===== src/rtl/imem_loader_if.sv =====
// Loader-side bundle: start request, byte stream from the producer, and the
// instruction-memory write port plus CPU status lines.
interface imem_loader_if #(
  parameter int ADDR_W = 6
);
  logic              start_i;
  logic [ADDR_W:0]   nwords_i;
  logic              byte_valid_i;
  logic [7:0]        byte_data_i;
  logic              byte_ready_o;
  logic              we_o;
  logic [ADDR_W-1:0] wraddr_o;
  logic [31:0]       wrdata_o;
  logic              cpu_stall_o;
  logic              busy_o;
  logic              done_o;
  logic              err_o;

  modport slave (
    input  start_i, nwords_i, byte_valid_i, byte_data_i,
    output byte_ready_o, we_o, wraddr_o, wrdata_o,
    output cpu_stall_o, busy_o, done_o, err_o
  );

  modport master (
    output start_i, nwords_i, byte_valid_i, byte_data_i,
    input  byte_ready_o, we_o, wraddr_o, wrdata_o,
    input  cpu_stall_o, busy_o, done_o, err_o
  );
endinterface


===== src/rtl/imem_loader.sv =====
// Streams little-endian program bytes into 32-bit words and writes them into
// the instruction memory, stalling the CPU while the load is in progress.
module imem_loader #(
  parameter int ADDR_W    = 6,
  parameter int MAX_WORDS = 64
) (
  input  logic         clk_w,
  input  logic         rst_ni,
  imem_loader_if.slave bus
);

  typedef enum logic [1:0] {
    IDLE,
    COLLECT,
    WRITE,
    DONE
  } state_e;

  localparam logic [ADDR_W:0]   MaxWords = (ADDR_W+1)'(MAX_WORDS);
  localparam logic [ADDR_W:0]   CntOne   = {{ADDR_W{1'b0}}, 1'b1};
  localparam logic [ADDR_W-1:0] AddrOne  = {{(ADDR_W-1){1'b0}}, 1'b1};

  state_e            state_q, state_d;
  logic [1:0]        cnt_q, cnt_d;
  logic [ADDR_W-1:0] addr_q, addr_d;
  logic [ADDR_W:0]   nwords_q, nwords_d;
  logic [31:0]       word_q, word_d;
  logic              err_q, err_d;

  logic start_ok;
  logic last_word;

  assign start_ok  = (bus.nwords_i != '0) && (bus.nwords_i <= MaxWords);
  // Words written so far is addr_q+1 during WRITE, so this never lets addr wrap.
  assign last_word = (({1'b0, addr_q} + CntOne) == nwords_q);

  always_ff @(posedge clk_w or negedge rst_ni) begin
    if (!rst_ni) begin
      state_q  <= IDLE;
      cnt_q    <= '0;
      addr_q   <= '0;
      nwords_q <= '0;
      word_q   <= '0;
      err_q    <= 1'b0;
    end else begin
      state_q  <= state_d;
      cnt_q    <= cnt_d;
      addr_q   <= addr_d;
      nwords_q <= nwords_d;
      word_q   <= word_d;
      err_q    <= err_d;
    end
  end

  always_comb begin
    state_d  = state_q;
    cnt_d    = cnt_q;
    addr_d   = addr_q;
    nwords_d = nwords_q;
    word_d   = word_q;
    err_d    = 1'b0;

    unique case (state_q)
      IDLE: begin
        if (bus.start_i) begin
          if (start_ok) begin
            nwords_d = bus.nwords_i;
            addr_d   = '0;
            cnt_d    = '0;
            word_d   = '0;
            state_d  = COLLECT;
          end else begin
            err_d = 1'b1;
          end
        end
      end

      COLLECT: begin
        if (bus.byte_valid_i) begin
          unique case (cnt_q)
            2'd0: word_d[7:0]   = bus.byte_data_i;
            2'd1: word_d[15:8]  = bus.byte_data_i;
            2'd2: word_d[23:16] = bus.byte_data_i;
            2'd3: word_d[31:24] = bus.byte_data_i;
            default: word_d = word_q;
          endcase
          cnt_d = cnt_q + 2'd1;
          if (cnt_q == 2'd3) begin
            state_d = WRITE;
          end
        end
      end

      WRITE: begin
        if (last_word) begin
          state_d = DONE;
        end else begin
          addr_d  = addr_q + AddrOne;
          state_d = COLLECT;
        end
      end

      DONE: begin
        state_d = IDLE;
      end

      default: begin
        state_d = IDLE;
      end
    endcase
  end

  always_comb begin
    bus.byte_ready_o = (state_q == COLLECT);
    bus.we_o         = (state_q == WRITE);
    bus.wraddr_o     = addr_q;
    bus.wrdata_o     = word_q;
    bus.cpu_stall_o  = (state_q == COLLECT) || (state_q == WRITE);
    bus.busy_o       = (state_q != IDLE);
    bus.done_o       = (state_q == DONE);
    bus.err_o        = err_q;
  end

endmodule


===== src/flat_wrapper.sv =====
// flat-port wrapper written by rule: the top's interface ports become plain ports
module imem_loader_flat 
#(
  parameter int ADDR_W    = 6,
  parameter int MAX_WORDS = 64
)
  (clk_w, rst_ni, bus_start_i, bus_nwords_i, bus_byte_valid_i, bus_byte_data_i, bus_byte_ready_o, bus_we_o, bus_wraddr_o, bus_wrdata_o, bus_cpu_stall_o, bus_busy_o, bus_done_o, bus_err_o);
  imem_loader_if #(.ADDR_W(ADDR_W)) bus_i ();
  input  logic clk_w;
  input  logic rst_ni;
  input wire logic [$bits(bus_i.start_i)-1:0] bus_start_i;
  input wire logic [$bits(bus_i.nwords_i)-1:0] bus_nwords_i;
  input wire logic [$bits(bus_i.byte_valid_i)-1:0] bus_byte_valid_i;
  input wire logic [$bits(bus_i.byte_data_i)-1:0] bus_byte_data_i;
  output wire logic [$bits(bus_i.byte_ready_o)-1:0] bus_byte_ready_o;
  output wire logic [$bits(bus_i.we_o)-1:0] bus_we_o;
  output wire logic [$bits(bus_i.wraddr_o)-1:0] bus_wraddr_o;
  output wire logic [$bits(bus_i.wrdata_o)-1:0] bus_wrdata_o;
  output wire logic [$bits(bus_i.cpu_stall_o)-1:0] bus_cpu_stall_o;
  output wire logic [$bits(bus_i.busy_o)-1:0] bus_busy_o;
  output wire logic [$bits(bus_i.done_o)-1:0] bus_done_o;
  output wire logic [$bits(bus_i.err_o)-1:0] bus_err_o;
  assign bus_i.start_i = bus_start_i;
  assign bus_i.nwords_i = bus_nwords_i;
  assign bus_i.byte_valid_i = bus_byte_valid_i;
  assign bus_i.byte_data_i = bus_byte_data_i;
  assign bus_byte_ready_o = bus_i.byte_ready_o;
  assign bus_we_o = bus_i.we_o;
  assign bus_wraddr_o = bus_i.wraddr_o;
  assign bus_wrdata_o = bus_i.wrdata_o;
  assign bus_cpu_stall_o = bus_i.cpu_stall_o;
  assign bus_busy_o = bus_i.busy_o;
  assign bus_done_o = bus_i.done_o;
  assign bus_err_o = bus_i.err_o;
  imem_loader #(.ADDR_W(ADDR_W), .MAX_WORDS(MAX_WORDS)) u_core (.clk_w(clk_w), .rst_ni(rst_ni), .bus(bus_i));
endmodule

===== config.mk =====
export PLATFORM = sky130hd
export DESIGN_NAME = imem_loader_flat
export DESIGN_NICKNAME = d
export VERILOG_FILES = /design/src/rtl/imem_loader_if.sv /design/src/rtl/imem_loader.sv /design/src/flat_wrapper.sv
export SDC_FILE = /design/constraint.sdc
export NUM_CORES = 1
export LEC_CHECK = 0
export ABC_AREA = 1
export CAP_MARGIN = 20
export CORE_MARGIN = 5
export CORE_UTILIZATION = 50
export CTS_BUF_LIST = sky130_fd_sc_hd__clkbuf_2 sky130_fd_sc_hd__clkbuf_4 sky130_fd_sc_hd__clkbuf_8
export CTS_CLUSTER_DIAMETER = 120
export DETAILED_ROUTE_END_ITERATION = 7
export DONT_BUFFER_PORTS = 1
export HOLD_SLACK_MARGIN = 0.02
export PLACE_DENSITY_LB_ADDON = 0.12
export SETUP_SLACK_MARGIN = 0.1
export SLEW_MARGIN = 20
export SYNTH_ARGS = -nofsm -noshare
export SYNTH_HDL_FRONTEND = slang
export SYNTH_SLANG_ARGS = --single-unit

===== constraint.sdc =====
create_clock -name clk_w -period 1.7 [get_ports clk_w]
set_clock_uncertainty 0.15 [all_clocks]
set_input_delay 0.17 -clock clk_w [delete_from_list [all_inputs] [get_ports clk_w]]
set_output_delay 0.17 -clock clk_w [all_outputs]
set_load 0.02 [all_outputs]

* Word-level counts from Yosys, hierarchy flattened *
Index checks and enable logic that the tools add are counted.

word-level totals
  register bits after elaboration = 50
  input bits = 19
  output and inout bits = 44
  logic and storage cells = 69

operators by class
  $add $sub $neg = 3
  $lt $le $gt $ge = 1
  equality and inequality tests = 15
  multiplexer cells = 25
  reduce and logical (&&, ||, !) cells = 16

operator list
  cell                 count
  $mux 32              3
  $pmux 32 s2          1
  $mux 8               4
  $reduce_and 5->1     4
  $mux 6               3
  $mux 2               8
  $pmux 6 s2           1
  $reduce_and 4->1     3
  $ne 2x1->1 const B   5
  $eq 2x2->1 const B   4
  $pmux 2 s4           1
  $add 6x1->7 const B  1
  $eq 7x7->1           1
  $le 7x7->1 const B   1
  $reduce_bool 7->1    1
  $add 6x1->6 const B  1
  $ne 2x2->1 const B   3
  $reduce_bool 2->1    3
  $eq 2x1->1 const B   2
  $logic_not 2->1      2
  $pmux 2 s2           1
  $mux 1               3
  $reduce_and 3->1     1
  $add 2x1->2 const B  1
  other kinds (2)      2

* Logic depth before layout (Yosys ltp) *
  depth in word-level cells = 5
  gate-level depth with buffers = 12

* Worst setup path before layout *
OpenSTA, ideal clock, no wires.

  path kind = register to register
  start point = register u_core.state_q[1]
  end point = register u_core.word_q[13] (netlist: u_core.bus.wrdata_o[13])
  setup time = 0.123 ns
  data arrival time = 1.739 ns
  setup slack = -0.311 ns
  cell stages (with the launch flop) = 11
  period minus slack after synthesis = 2.011 ns
  cell sequence = dfrtp_1 -> inv_1 -> ha_1 -> clkinv_2 -> a21oi_2 -> nand2_2 -> inv_4 -> o21ai_4 -> buf_6 -> nand2_1 -> o21ai_1

on the way
  word-level cells in the longest chain between the ends = 3
  elaborated cells on any way between the ends = 9

ends and longest elaborated chain
  element                                                    RTL line            source
  from (decl)                                                imem_loader.sv:23   state_e state_q, state_d;
  from (signal assigned)                                     imem_loader.sv:46   state_q <= state_d;
  $eq 2x1->1 *                                               n/a
  named net bus_byte_ready_o                                 flat_wrapper.sv:15  output wire logic [$bits(bus_i.byte_ready_o)-1:0] bus_byte_ready_o;
  $ne 2x1->1 (no source line), or another cell as far along  n/a
  $reduce_and 5->1 (no source line)                          n/a
  to (signal assigned)                                       imem_loader.sv:50   word_q <= word_d;
  to (decl)                                                  imem_loader.sv:27   logic [31:0] word_q, word_d;

The timed path passes the listed nets; every way through them passes the cells marked *.
A chain may end at the register's enable or synchronous reset.

* Worst setup path after layout *
  start point = register u_core.state_q[0]
  end point = register u_core.word_q[14] (netlist: u_core.bus.wrdata_o[14])

on the way
  word-level cells in the longest chain between the ends = 3
  elaborated cells on any way between the ends = 9

ends and longest elaborated chain
  element                                                    RTL line           source
  $eq 2x1->1 / $logic_not 2->1 (equally long branches)       imem_loader.sv:63  unique case (state_q)
  $ne 2x1->1 (no source line), or another cell as far along  n/a
  $reduce_and 5->1 (no source line)                          n/a

Several ways; a longest one is shown, not always the timed one.

==> summary.md <==
| Metric | Value |
|---|---|
| Final Setup Violations | 38 |
| Synth Flop Type | dfrtp_1 |
| EDFF count, synth | 0 |
| Critical path data arrival time | 1.77 ns |
| Die footprint | 6288 um^2 |
| CTS max path bufs | 2 |
| Total Wirelength | 6149 um |
| Clock Sinks | 50 |
| Clock slew at reported path FFs | 0.09 ns |
| CTS tree | done |
| Pin count of the biggest net entering global routing | 51 |
| Mapped Nets | 301 |
| Static leakage | 1.461 nW |
| Fin. Hold Viols | 0 |
| Pwr dens | 1965 nW/um^2 |
| Syn_area_per_cell | 8.795 um^2 |
| Gpl congestion | 0.8086 |
| Max Freq | 575.3 MHz |
| Fraction of layout cells with a size suffix above 1 | 25.23% |
| Cell Chain, Critical Path | buf_4 > ha_4 > clkinv_8 > o22ai_4 > a21oi_2 > nand2_4 > inv_8 > o21ai_4 > nand2_1 > o21ai_1 |
| Max-Cap Viols | 0 |
| Critical Path Sink Type | register |
| Max incr delay on CP | 0.40 ns |
| FF-to-FF Start | u_core.state_q[0] |
| Most frequent cell after synthesis | nand2_1 |
| Crit path launch type | register |
| DRT Pass-1 Iters | 4 |
| Worst path buffer plus inverter count | 3 |
| Worst path required time | 1.73 ns |
| Final Max Tran Viols | 0 |
| CTS root buffer | clkbuf_8 |
| Die Wd | 79.30 um |
| Initial antenna violation count | 0 |
| Area Overhead vs Synth | 31.16% |
| Share of the synthesized area in the top cell type | 52.11% |
| CORE AREA | 4692 um^2 |
| Status | finished with violations |
| Tot GR Track Use | 21.07% |
| Synth Warn # | 0 |
| Critical path class | register to register |
| Placed Instances | 346 |
| Starting Density | 51.17% |
| Mapped Cells | 273 |
| Setup TNS Final | -0.5413 ns |
| Crit Path Max Fanout | 8 |
| Detailed placement HPWL | 4009 um |
| Netlist Area Pre-Place | 2401 um^2 |
| Nets | 357 |
| Synth area leaders | dfrtp_1 (52%), nand2_1 (12%), o21ai_1 (6.7%), nand3_1 (4.8%), ha_1 (4.7%) |
| Cell depth of the worst flop-to-flop path | 10 |
| Antenna Cells | 0 |
| Final core occ | 67.12% |
| VDD IR max | 0.001151 V |
| Antenna Nets Post-Route | 0 |
| Layout Cells excl Fill | 383 |
| #FFs+latches synth | 50 |
| Tcrit/Tclk final | 102.3% |
| CTS Buf Count | 5 |
| CP max stage cell | dfrtp_1 |
| H-tree levels | 2 |
| Reg2reg setup slack | -0.04 ns |
| Commonest cells post-synth | nand2_1 (76), dfrtp_1 (50), o21ai_1 (32) |
| Via/cell ratio | 5.345 |
| Global route overflow | 0 |
| Vias in the first global route | 1989 |
| RSZ-0062 raised after global routing | yes |
| Die H | 79.30 um |
| DRT iter0 DRCs | 107 |
| I/O Pins | 63 |
| Hold depth | 4 |
| Synth async-reset ratio | 100.0% |
| Family with the most delay on the worst path | flip-flops |
| DR DRC count | 0 |
| Failing checks | negative setup slack |
| Clk Latency, worst-skew pair | 0.30 ns |
| Routed length per placed instance | 16.05 um |
| Leading area contributor after synthesis | dfrtp_1 |
| FP Rows | 25 |
| Hold Path Class | input port to register |
| Seq/Total Area, Yosys | 52.11% |
| Vias | 2047 |
| First-pass GRT wire length | 10180 um |
| Port Buf Inserts | 0 |
| FF-to-FF End | u_core.bus.wrdata_o[14] |
| HP Start | bus_byte_valid_i |
| Min-Delay Endpoint | u_core.state_q[0] |
| Period minus WS final | 1.738 ns |
| Cell variety after synth | 28 |
| Worst setup margin | -0.03832 ns |
| Max transition margin | 73.39% |
| Worst slew pin tran | 0.3991 ns |
[per-layer routing]
metal / up-vias / track usage (%) / share of wire (%)
met4: 0 / 5.670 / 0.62
li1: 1006 / - / -
met1: 986 / 29.49 / 46
met5: - / 0 / 0
met3: 4 / 5.896 / 5.5
met2: 51 / 32.15 / 48
[worst reg2reg max path, stage by stage (launching register included)]
cell and delay [ns]:
dfrtp_1 0.40, buf_4 0.15, ha_4 0.18, clkinv_8 0.06, o22ai_4 0.06, a21oi_2 0.15, nand2_4 0.11, inv_8 0.10
o21ai_4 0.10, nand2_1 0.08, o21ai_1 0.08
[layout make-up]
class	instances	area, um^2
Multi-Input combinational cell	197	1151
Timing Repair Buffer	50	465.4
Clock buffer	5	68.82
Sequential cell	50	1255
Timing Repair inverter	1	8.758
Clock inverter	2	15.01
Inverter	24	117.6
Tap cell	54	67.56
Fill cell	405	1543
[flip-flops by register name (all words and copies together), names as in the netlist]
| name | count |
|---|---|
| u_core.bus.err_o | 1 |
| u_core.nwords_q | 7 |
| u_core.bus.wraddr_o | 6 |
| u_core.bus.wrdata_o | 32 |
| u_core.cnt_q | 2 |
| u_core.state_q | 2 |
[cell usage in the layout, fill, tap and decap left out, drive strengths merged, types with 2 or more instances in the layout]
cell type / count
clkbuf: 5
nand4: 2
a21oi: 8
nand3: 23
buf: 33
nand2: 79
clkinvlp: 2
inv: 24
dfrtp: 50
nor2: 23
o21ai: 47
ha: 9
dlygate4sd3: 17
[worst max-delay path by stage]
stage / from / end / slack, ns / cells after the start
6_report: u_core.state_q[0] / u_core.bus.wrdata_o[14] / -0.04 / 10
5_1_grt: u_core.state_q[0] / u_core.bus.wraddr_o[2] / -0.17 / 12
4_1_cts: u_core.state_q[0] / u_core.bus.wraddr_o[4] / -0.02 / 12
3_5_place_dp: u_core.state_q[1] / u_core.bus.wrdata_o[26] / -0.05 / 10
3_3_place_gp: u_core.bus.wraddr_o[0] / u_core.state_q[1] / -0.03 / 9
2_1_floorplan: u_core.state_q[0] / u_core.bus.wrdata_o[13] / -0.07 / 11
[metrics by stage]
step | area (um^2) | worst slack [ns] | power, W | hold slack, ns
after floorplan | 2472 | -0.06795 | 0.004276 | -0.2756
after global placement | 2686 | -0.03239 | 0.004841 | -0.2738
after global routing | 3149 | -0.1653 | 0.006657 | 0.1161
final | 3149 | -0.03832 | 0.006190 | 0.09462
after detailed placement | 2686 | -0.04535 | 0.004890 | -0.2736
after CTS | 3069 | -0.02030 | 0.006001 | 0.1188
[logic make-up after synthesis]
family | synth area share [%]
buf+inv | 6.149
compound gates | 13.97
fa+ha+maj | 4.690
simple gates | 22.72
xor+xnor | 0.3648
flops | 52.11
[where the power goes]
group | total [W] | leakage (nW) | switching [W] | internal, W
Combinational | 0.00315 | 0.774 | 0.00189 | 0.00126
Clock | 0.000684 | 0.0362 | 0.000402 | 0.000282
Sequential | 0.00235 | 0.650 | 0.000705 | 0.00165
Total | 0.00619 | 1.46 | 0.00299 | 0.00320
[repair_timing]
action	in CTS	in global routing
cloned	4	1
pin swaps	1	3
hold buffers	18	0
endpoints found under the hold margin	90	0
setup endpoints to repair	43	48
setup buffers	3	4
gates resized for setup	12	17
No activity file was read; power rests on OpenSTA's default activity.
